[src/rtl/pipeline_ctrl_pkg.sv]
// Shared types and constants for the pipeline hazard controller.
// Owns the FSM state encoding and the forwarding-select codes with their selection rule.
package pipeline_ctrl_pkg;

    typedef enum logic [1:0] {StRun, StBubble, StMemWait} ctrl_state_e;

    localparam logic [1:0] FWD_NONE = 2'b00;
    localparam logic [1:0] FWD_WB   = 2'b01;
    localparam logic [1:0] FWD_MEM  = 2'b10;

    // MEM result is younger than WB, so it wins when both match.
    function automatic logic [1:0] fwd_sel(input logic [4:0] rs,
                                           input logic [4:0] mem_rd, input logic mem_wr,
                                           input logic [4:0] wb_rd,  input logic wb_wr);
        if (mem_wr && (mem_rd != 5'd0) && (mem_rd == rs)) return FWD_MEM;
        if (wb_wr && (wb_rd != 5'd0) && (wb_rd == rs))    return FWD_WB;
        return FWD_NONE;
    endfunction

endpackage

[src/rtl/pipeline_hazard_ctrl_if.sv]
// Hazard/control bundle between the datapath (master) and the hazard controller (slave).
interface pipeline_hazard_ctrl_if #(
    parameter int unsigned CNT_W = 16
);
    logic [4:0]       id_rs, id_rt, ex_rs, ex_rt, ex_rd, mem_rd, wb_rd;
    logic             ex_memRead, mem_regWrite, wb_regWrite;
    logic             branch_taken, mem_req, mem_ready;
    logic             pc_en, ifid_en, idex_en, exmem_en, memwb_en;
    logic             ifid_flush, idex_flush, pc_sel;
    logic [1:0]       fwdA, fwdB;
    logic [CNT_W-1:0] stall_cycles;
    logic             mem_err;

    modport master (
        output id_rs, id_rt, ex_rs, ex_rt, ex_rd, mem_rd, wb_rd,
        output ex_memRead, mem_regWrite, wb_regWrite, branch_taken, mem_req, mem_ready,
        input  pc_en, ifid_en, idex_en, exmem_en, memwb_en, ifid_flush, idex_flush, pc_sel,
        input  fwdA, fwdB, stall_cycles, mem_err
    );

    modport slave (
        input  id_rs, id_rt, ex_rs, ex_rt, ex_rd, mem_rd, wb_rd,
        input  ex_memRead, mem_regWrite, wb_regWrite, branch_taken, mem_req, mem_ready,
        output pc_en, ifid_en, idex_en, exmem_en, memwb_en, ifid_flush, idex_flush, pc_sel,
        output fwdA, fwdB, stall_cycles, mem_err
    );
endinterface

[src/rtl/forwarding_unit.sv]
// EX-stage operand forwarding selects; purely combinational.
module forwarding_unit
    import pipeline_ctrl_pkg::*;
(
    input  logic [4:0] ex_rs_i,
    input  logic [4:0] ex_rt_i,
    input  logic [4:0] mem_rd_i,
    input  logic       mem_regwrite_i,
    input  logic [4:0] wb_rd_i,
    input  logic       wb_regwrite_i,
    output logic [1:0] fwd_a_o,
    output logic [1:0] fwd_b_o
);
    always_comb begin
        fwd_a_o = fwd_sel(ex_rs_i, mem_rd_i, mem_regwrite_i, wb_rd_i, wb_regwrite_i);
        fwd_b_o = fwd_sel(ex_rt_i, mem_rd_i, mem_regwrite_i, wb_rd_i, wb_regwrite_i);
    end
endmodule

[src/rtl/pipeline_hazard_ctrl.sv]
// Interstage register sequencing for the 5-stage core: load-use bubbles, branch flushes,
// data-memory waits with timeout, forwarding selects and a stall-cycle counter.
module pipeline_hazard_ctrl
    import pipeline_ctrl_pkg::*;
#(
    parameter int unsigned MEM_TIMEOUT = 64,
    parameter int unsigned CNT_W       = 16
) (
    input logic                   clock,
    input logic                   reset,
    pipeline_hazard_ctrl_if.slave bus
);
    localparam int unsigned      WaitW   = $clog2(MEM_TIMEOUT + 1);
    localparam logic [WaitW-1:0] WaitMax = WaitW'(MEM_TIMEOUT);

    ctrl_state_e      state_q, state_d;
    logic [WaitW-1:0] wait_q, wait_d;
    logic [CNT_W-1:0] stall_q, stall_d;
    logic             err_q, err_d;
    logic [4:0]       en;  // {pc, ifid, idex, exmem, memwb}
    logic             ifid_flush, idex_flush, pc_sel, mem_hold, load_use;
    logic [1:0]       fwd_a, fwd_b;

    forwarding_unit u_fwd (
        .ex_rs_i        (bus.ex_rs),
        .ex_rt_i        (bus.ex_rt),
        .mem_rd_i       (bus.mem_rd),
        .mem_regwrite_i (bus.mem_regWrite),
        .wb_rd_i        (bus.wb_rd),
        .wb_regwrite_i  (bus.wb_regWrite),
        .fwd_a_o        (fwd_a),
        .fwd_b_o        (fwd_b)
    );

    always_comb begin
        mem_hold = bus.mem_req && !bus.mem_ready;
        load_use = bus.ex_memRead && (bus.ex_rd != 5'd0) &&
                   ((bus.ex_rd == bus.id_rs) || (bus.ex_rd == bus.id_rt));
        state_d    = state_q;
        wait_d     = wait_q;
        err_d      = err_q;
        en         = 5'b11111;
        ifid_flush = 1'b0;
        idex_flush = 1'b0;
        pc_sel     = 1'b0;
        case (state_q)
            StMemWait: begin
                // Exit cycle advances everything; branch/load-use are re-seen next cycle.
                if (bus.mem_ready) begin
                    state_d = StRun;
                    wait_d  = '0;
                end else if (wait_q == WaitMax) begin
                    err_d   = 1'b1;
                    state_d = StRun;
                    wait_d  = '0;
                end else begin
                    en     = 5'b00000;
                    wait_d = wait_q + WaitW'(1);
                end
            end
            StRun, StBubble: begin
                state_d = StRun;
                if (mem_hold) begin
                    en      = 5'b00000;
                    state_d = StMemWait;
                    wait_d  = WaitW'(1);
                end else if (bus.branch_taken) begin
                    pc_sel     = 1'b1;
                    ifid_flush = 1'b1;
                    idex_flush = 1'b1;
                end else if (load_use && (state_q == StRun)) begin
                    en         = 5'b00111;
                    idex_flush = 1'b1;
                    state_d    = StBubble;
                end
            end
            default: state_d = StRun;
        endcase
        if (reset) begin
            en         = 5'b00000;
            ifid_flush = 1'b1;
            idex_flush = 1'b1;
            pc_sel     = 1'b0;
        end
        stall_d = stall_q;
        if (!en[4] && (stall_q != {CNT_W{1'b1}})) stall_d = stall_q + CNT_W'(1);
    end

    always_ff @(posedge clock) begin
        if (reset) begin
            state_q <= StRun;
            wait_q  <= '0;
            stall_q <= '0;
            err_q   <= 1'b0;
        end else begin
            state_q <= state_d;
            wait_q  <= wait_d;
            stall_q <= stall_d;
            err_q   <= err_d;
        end
    end

    assign bus.pc_en        = en[4];
    assign bus.ifid_en      = en[3];
    assign bus.idex_en      = en[2];
    assign bus.exmem_en     = en[1];
    assign bus.memwb_en     = en[0];
    assign bus.ifid_flush   = ifid_flush;
    assign bus.idex_flush   = idex_flush;
    assign bus.pc_sel       = pc_sel;
    assign bus.fwdA         = reset ? FWD_NONE : fwd_a;
    assign bus.fwdB         = reset ? FWD_NONE : fwd_b;
    assign bus.stall_cycles = stall_q;
    assign bus.mem_err      = err_q;
endmodule

[src/flat_wrapper.sv]
// flat-port wrapper written by rule: the top's interface ports become plain ports
module pipeline_hazard_ctrl_flat import pipeline_ctrl_pkg::*;
#(
    parameter int unsigned MEM_TIMEOUT = 64,
    parameter int unsigned CNT_W       = 16
)
  (clock, reset, bus_id_rs, bus_id_rt, bus_ex_rs, bus_ex_rt, bus_ex_rd, bus_mem_rd, bus_wb_rd, bus_ex_memRead, bus_mem_regWrite, bus_wb_regWrite, bus_branch_taken, bus_mem_req, bus_mem_ready, bus_pc_en, bus_ifid_en, bus_idex_en, bus_exmem_en, bus_memwb_en, bus_ifid_flush, bus_idex_flush, bus_pc_sel, bus_fwdA, bus_fwdB, bus_stall_cycles, bus_mem_err);
  pipeline_hazard_ctrl_if #(.CNT_W(CNT_W)) bus_i ();
  input logic clock;
  input logic reset;
  input wire logic [$bits(bus_i.id_rs)-1:0] bus_id_rs;
  input wire logic [$bits(bus_i.id_rt)-1:0] bus_id_rt;
  input wire logic [$bits(bus_i.ex_rs)-1:0] bus_ex_rs;
  input wire logic [$bits(bus_i.ex_rt)-1:0] bus_ex_rt;
  input wire logic [$bits(bus_i.ex_rd)-1:0] bus_ex_rd;
  input wire logic [$bits(bus_i.mem_rd)-1:0] bus_mem_rd;
  input wire logic [$bits(bus_i.wb_rd)-1:0] bus_wb_rd;
  input wire logic [$bits(bus_i.ex_memRead)-1:0] bus_ex_memRead;
  input wire logic [$bits(bus_i.mem_regWrite)-1:0] bus_mem_regWrite;
  input wire logic [$bits(bus_i.wb_regWrite)-1:0] bus_wb_regWrite;
  input wire logic [$bits(bus_i.branch_taken)-1:0] bus_branch_taken;
  input wire logic [$bits(bus_i.mem_req)-1:0] bus_mem_req;
  input wire logic [$bits(bus_i.mem_ready)-1:0] bus_mem_ready;
  output wire logic [$bits(bus_i.pc_en)-1:0] bus_pc_en;
  output wire logic [$bits(bus_i.ifid_en)-1:0] bus_ifid_en;
  output wire logic [$bits(bus_i.idex_en)-1:0] bus_idex_en;
  output wire logic [$bits(bus_i.exmem_en)-1:0] bus_exmem_en;
  output wire logic [$bits(bus_i.memwb_en)-1:0] bus_memwb_en;
  output wire logic [$bits(bus_i.ifid_flush)-1:0] bus_ifid_flush;
  output wire logic [$bits(bus_i.idex_flush)-1:0] bus_idex_flush;
  output wire logic [$bits(bus_i.pc_sel)-1:0] bus_pc_sel;
  output wire logic [$bits(bus_i.fwdA)-1:0] bus_fwdA;
  output wire logic [$bits(bus_i.fwdB)-1:0] bus_fwdB;
  output wire logic [$bits(bus_i.stall_cycles)-1:0] bus_stall_cycles;
  output wire logic [$bits(bus_i.mem_err)-1:0] bus_mem_err;
  assign bus_i.id_rs = bus_id_rs;
  assign bus_i.id_rt = bus_id_rt;
  assign bus_i.ex_rs = bus_ex_rs;
  assign bus_i.ex_rt = bus_ex_rt;
  assign bus_i.ex_rd = bus_ex_rd;
  assign bus_i.mem_rd = bus_mem_rd;
  assign bus_i.wb_rd = bus_wb_rd;
  assign bus_i.ex_memRead = bus_ex_memRead;
  assign bus_i.mem_regWrite = bus_mem_regWrite;
  assign bus_i.wb_regWrite = bus_wb_regWrite;
  assign bus_i.branch_taken = bus_branch_taken;
  assign bus_i.mem_req = bus_mem_req;
  assign bus_i.mem_ready = bus_mem_ready;
  assign bus_pc_en = bus_i.pc_en;
  assign bus_ifid_en = bus_i.ifid_en;
  assign bus_idex_en = bus_i.idex_en;
  assign bus_exmem_en = bus_i.exmem_en;
  assign bus_memwb_en = bus_i.memwb_en;
  assign bus_ifid_flush = bus_i.ifid_flush;
  assign bus_idex_flush = bus_i.idex_flush;
  assign bus_pc_sel = bus_i.pc_sel;
  assign bus_fwdA = bus_i.fwdA;
  assign bus_fwdB = bus_i.fwdB;
  assign bus_stall_cycles = bus_i.stall_cycles;
  assign bus_mem_err = bus_i.mem_err;
  pipeline_hazard_ctrl #(.MEM_TIMEOUT(MEM_TIMEOUT), .CNT_W(CNT_W)) u_core (.clock(clock), .reset(reset), .bus(bus_i));
endmodule
[config.mk]
export PLATFORM = sky130hd
export DESIGN_NAME = pipeline_hazard_ctrl_flat
export DESIGN_NICKNAME = d
export VERILOG_FILES = /design/src/rtl/pipeline_ctrl_pkg.sv /design/src/rtl/pipeline_hazard_ctrl_if.sv /design/src/rtl/forwarding_unit.sv /design/src/rtl/pipeline_hazard_ctrl.sv /design/src/flat_wrapper.sv
export SDC_FILE = /design/constraint.sdc
export NUM_CORES = 1
export LEC_CHECK = 0
export BUFFER_PORTS_ARGS = -buffer_cell sky130_fd_sc_hd__buf_2
export CELL_PAD_IN_SITES_DETAIL_PLACEMENT = 0
export CELL_PAD_IN_SITES_GLOBAL_PLACEMENT = 1
export CORE_MARGIN = 1.5
export CORE_UTILIZATION = 25
export CTS_CLUSTER_SIZE = 30
export DETAILED_ROUTE_END_ITERATION = 10
export PLACE_DENSITY = 0.66
export SLEW_MARGIN = 20
export SYNTH_ARGS = -nofsm -noshare
export SYNTH_HDL_FRONTEND = slang
export SYNTH_SLANG_ARGS = --single-unit
[constraint.sdc]
create_clock -name clock -period 2.17 [get_ports clock]
set_input_delay 0.1085 -clock clock [delete_from_list [all_inputs] [get_ports clock]]
set_output_delay 0.1085 -clock clock [all_outputs]
set_load 0.01 [all_outputs]
==> metrics.txt <==
# TYPE chip_impl_metric gauge
chip_impl_metric{name="chipWidth",unit="um"} 89.01
chip_impl_metric{name="post-synth-top-area-fraction",unit=""} 0.2815
chip_impl_metric{name="synth_cell_types",unit=""} 43
chip_impl_info{name="synth_ff_type",value="sky130_fd_sc_hd__dfxtp_1"} 1
chip_impl_metric{name="grt_pass1_wl",unit="um"} 8135
chip_impl_metric{name="route.met2.wl",unit="um"} 2477
chip_impl_metric{name="remaining_drc_errors",unit=""} 0
chip_impl_metric{name="cts-hold-fix-buffers",unit=""} 0
chip_impl_info{name="leading_cell_type_in_the_layout_fill_and_taps_excluded",value="sky130_fd_sc_hd__buf_2"} 1
chip_impl_metric{name="area_occupied_by_multi_input_gates",unit="um2"} 1336
chip_impl_metric{name="fin_ws",unit="ps"} -31.58
chip_impl_info{name="critPathLaunchType",value="flip-flop"} 1
chip_impl_info{name="route.top_layer_used",value="met4"} 1
chip_impl_metric{name="period_needed",unit="ps"} 2202
chip_impl_metric{name="design.die.area",unit="um2"} 7922
chip_impl_info{name="failed_checks",value="negative setup slack"} 1
chip_impl_metric{name="slew_hr",unit=""} 0.6423
chip_impl_metric{name="syn-instance-count",unit=""} 225
chip_impl_metric{name="finalWirelength",unit="um"} 5152
chip_impl_metric{name="grt.overflow.total",unit=""} 0
chip_impl_info{name="cts_tree",value="yes"} 1
chip_impl_info{name="path_delay_family",value="simple AND/OR/NAND/NOR gates"} 1
chip_impl_metric{name="antenna_left",unit=""} 0
chip_impl_metric{name="synth-seq-area-share",unit=""} 0.2815
chip_impl_metric{name="drtIter0Drc",unit=""} 43
chip_impl_metric{name="final_layout_size_suffix_gt1_frac",unit=""} 0.4286
chip_impl_metric{name="achievable-frequency",unit="GHz"} 0.4542
chip_impl_metric{name="antenna_cells",unit=""} 0
chip_impl_metric{name="die_y",unit="um"} 89.01
chip_impl_metric{name="grt_usage",unit=""} 0.1292
chip_impl_metric{name="worst-path-max-fanout",unit=""} 5
chip_impl_metric{name="layout-area-overhead-vs-synth",unit="%"} 45.26
chip_impl_metric{name="final_cell_count_no_fill",unit=""} 421
chip_impl_metric{name="hpwl",unit="um"} 4057
chip_impl_metric{name="synth.net_count",unit=""} 271
chip_impl_metric{name="htreeDepth",unit=""} 1
chip_impl_metric{name="timing_hold_violations_final",unit=""} 0
chip_impl_metric{name="tightest_slew",unit="ps"} 534.6
chip_impl_info{name="sort_of_element_at_the_end_of_the_critical_path",value="output port"} 1
chip_impl_info{name="rsz0062_at_grt",value="true"} 1
chip_impl_metric{name="grt_start_max_net_pins",unit=""} 21
chip_impl_metric{name="rows",unit=""} 31
chip_impl_metric{name="p_leak",unit="uW"} 0.001163
chip_impl_metric{name="coreArea",unit="um2"} 7214
chip_impl_metric{name="io_buffer_count",unit=""} 71
chip_impl_info{name="synthTopCellsByArea",value="sky130_fd_sc_hd__dfxtp_1 (28%), sky130_fd_sc_hd__xor2_1 (10%), sky130_fd_sc_hd__or4_1 (5.3%)"} 1
chip_impl_metric{name="clock_insertion_delay_worst_skew",unit="ps"} 270
chip_impl_info{name="min_from",value="bus_branch_taken"} 1
chip_impl_metric{name="numClockSinks",unit=""} 26
chip_impl_metric{name="vias_per_cell",unit=""} 4.705
chip_impl_metric{name="skew",unit="ps"} 6.400
chip_impl_metric{name="antenna_found_initial",unit=""} 0
chip_impl_metric{name="clk_pin_slew",unit="ps"} 90
chip_impl_info{name="worstHoldPathType",value="input pin to flip-flop"} 1
chip_impl_metric{name="cts_inserted_buffers",unit=""} 3
chip_impl_metric{name="ff_latch_area",unit="um2"} 525.5
chip_impl_metric{name="edff_count_synth",unit=""} 0
chip_impl_metric{name="timing.critical_path.required",unit="ps"} 2060
chip_impl_metric{name="postSynthAreaPerCell",unit="um2"} 8.219
chip_impl_metric{name="layout_worst_path_cycle_share",unit=""} 1.015
chip_impl_metric{name="maxCapViolCount",unit=""} 0
chip_impl_metric{name="crit_buf_inv",unit=""} 4
chip_impl_metric{name="yosysWarnings",unit=""} 0
chip_impl_info{name="cts_root_buf",value="sky130_fd_sc_hd__clkbuf_8"} 1
chip_impl_info{name="worst_flop_to_flop_path_startpoint",value="u_core.wait_q[0]"} 1
chip_impl_metric{name="numPlacedInstances",unit=""} 411
chip_impl_info{name="synth_area_leader_cell",value="sky130_fd_sc_hd__dfxtp_1"} 1
chip_impl_metric{name="ff_latch_count_synth",unit=""} 26
chip_impl_metric{name="power.total",unit="uW"} 1066
chip_impl_metric{name="post_synth_instance_area",unit="um2"} 1849
chip_impl_metric{name="postSynth.asyncResetShare",unit=""} 0
chip_impl_info{name="timing_worst_setup_path_type",value="flip-flop to output port"} 1
chip_impl_metric{name="peakVddDrop",unit="V"} 0.0001877
chip_impl_metric{name="report.final.setup_viol",unit=""} 6
chip_impl_metric{name="power.density_cell_area",unit="nW/um2"} 396.8
chip_impl_info{name="timing.critical_path.from",value="u_core.wait_q[0]"} 1
chip_impl_metric{name="drt_first_pass_iters",unit=""} 4
chip_impl_metric{name="ctsLongestPathBuffers",unit=""} 2
chip_impl_metric{name="routed_wire_length_per_instance",unit="um"} 12.24
chip_impl_metric{name="layout.filler_cells",unit=""} 797
chip_impl_info{name="status",value="finished with violations"} 1
chip_impl_info{name="layout.cells.most_common_list",value="sky130_fd_sc_hd__buf_2 (68), sky130_fd_sc_hd__buf_4 (31), sky130_fd_sc_hd__xor2_1 (22), sky130_fd_sc_hd__dfxtp_1 (22), sky130_fd_sc_hd__nor2_1 (21)"} 1
chip_impl_metric{name="num_vias",unit=""} 1981
chip_impl_metric{name="dp_worst_setup_slack",unit="ps"} -141.5
chip_impl_metric{name="initial_utilization",unit=""} 0.2563
chip_impl_metric{name="design.final.nets",unit=""} 370
chip_impl_info{name="cpMaxStageDelayCell",value="sky130_fd_sc_hd__or4b_4"} 1
chip_impl_metric{name="crit_path_max_incr_delay",unit="ps"} 470
chip_impl_metric{name="globalplace.congestion",unit=""} 0.8056
chip_impl_metric{name="wl_met3",unit="um"} 276
chip_impl_metric{name="critical_path_arrival",unit="ps"} 2090
chip_impl_metric{name="grt_pass1_vias",unit=""} 1835
chip_impl_info{name="timing.critical_path.cells",value="inv_2, ha_4, or4b_4, o21ba_4, nor3_4, o41ai_4, inv_4, buf_12, buf_6"} 1
chip_impl_metric{name="met1_length",unit="um"} 2345
chip_impl_metric{name="top_level_ports",unit=""} 72
chip_impl_metric{name="timing_max_transition_violations_final",unit=""} 0
-- metal layers --
| layer | up-vias | track usage |
|---|---|---|
| met5 | - | 0 |
| met4 | 0 | 0.03916 |
| met3 | 4 | 0.02493 |
| met2 | 46 | 0.2287 |
| met1 | 917 | 0.1586 |
| li1 | 1014 | - |
-- registers in the layout, summed over array words and instances, names as in the netlist --
register and flops:
u_core.state_q 2, u_core.bus.mem_err 1, u_core.bus.stall_cycles 16, u_core.wait_q 7
-- Yosys cell counts (5+ instances only) --
| library cell | instances |
|---|---|
| sky130_fd_sc_hd__a21oi_1 | 14 |
| sky130_fd_sc_hd__and3_1 | 8 |
| sky130_fd_sc_hd__clkbuf_1 | 5 |
| sky130_fd_sc_hd__dfxtp_1 | 26 |
| sky130_fd_sc_hd__mux2_2 | 5 |
| sky130_fd_sc_hd__nand2_1 | 6 |
| sky130_fd_sc_hd__nand3_1 | 17 |
| sky130_fd_sc_hd__nor2_1 | 21 |
| sky130_fd_sc_hd__nor2b_1 | 8 |
| sky130_fd_sc_hd__nor3_1 | 10 |
| sky130_fd_sc_hd__nor4_1 | 5 |
| sky130_fd_sc_hd__o21ai_0 | 8 |
| sky130_fd_sc_hd__o31ai_1 | 7 |
| sky130_fd_sc_hd__or4_1 | 13 |
| sky130_fd_sc_hd__xnor2_1 | 10 |
| sky130_fd_sc_hd__xor2_1 | 22 |
-- final timing paths --
path / slack, ps / depth (start not counted) / to
min: 160 / 3 / u_core.state_q[0]
min reg2reg: 480 / 2 / u_core.bus.mem_err
max reg2reg: -10 / 9 / u_core.bus.stall_cycles[6]
max: -30 / 9 / bus_ifid_en
-- cells by family (layout without fill, tap and decap cells) --
family,Yosys count,after routing,synth area share
AOI/OAI and AO/OA,41,41,0.1543
xor gates and xnor gates,32,32,0.1516
adders and majority gates,3,3,0.02030
buffers and inverters,15,112,0.04398
DFF,26,26,0.2815
muxes,5,5,0.03044
and+or+nand+nor,103,103,0.3180
-- power breakdown --
| part | switching, uW | leakage (uW) | internal, uW |
|---|---|---|---|
| combinational | 147 | 0.000930 | 151 |
| sequential | 4.90 | 0.000212 | 485 |
| clock | 154 | 0.0000216 | 125 |
| total | 305 | 0.00116 | 760 |
-- final cells by class --
class	instances	share of cell area
multi-input combinational	184	0.4974
timing repair buffer	104	0.2375
sequential	26	0.1956
tap	99	0.04611
clock buffer	3	0.01537
inverter	5	0.007918
-- through the flow --
step | cell area [um2] | hold WS [ps] | utilization | setup TNS (ps)
finish | 2686 | 156.1 | 0.3724 | -90.15
detailed placement | 2501 | 454.2 | 0.3467 | -1267
floorplan | 1869 | 255.5 | - | -1526
CTS | 2659 | 155.7 | 0.3685 | -159.5
global route | 2686 | 167.0 | 0.3724 | -1012
global placement | 2501 | 447.6 | 0.3467 | -1182
-- worst reg2reg max path: cells and delay by family (launching register included) --
family,cells,cell delay (ps)
adder cells (fa/ha/maj),1,120
buffers and inverters,2,260
AO/OA/AOI/OAI,2,360
AND/OR/NAND/NOR,3,720
flip-flops,1,330
multiplexers,1,290
-- timing repair --
action	CTS	global route
pin swaps	5	7
endpoints found under the setup margin	21	21
resized for setup	14	10
setup buffers	8	1
Power figures use the tool's default switching activity.
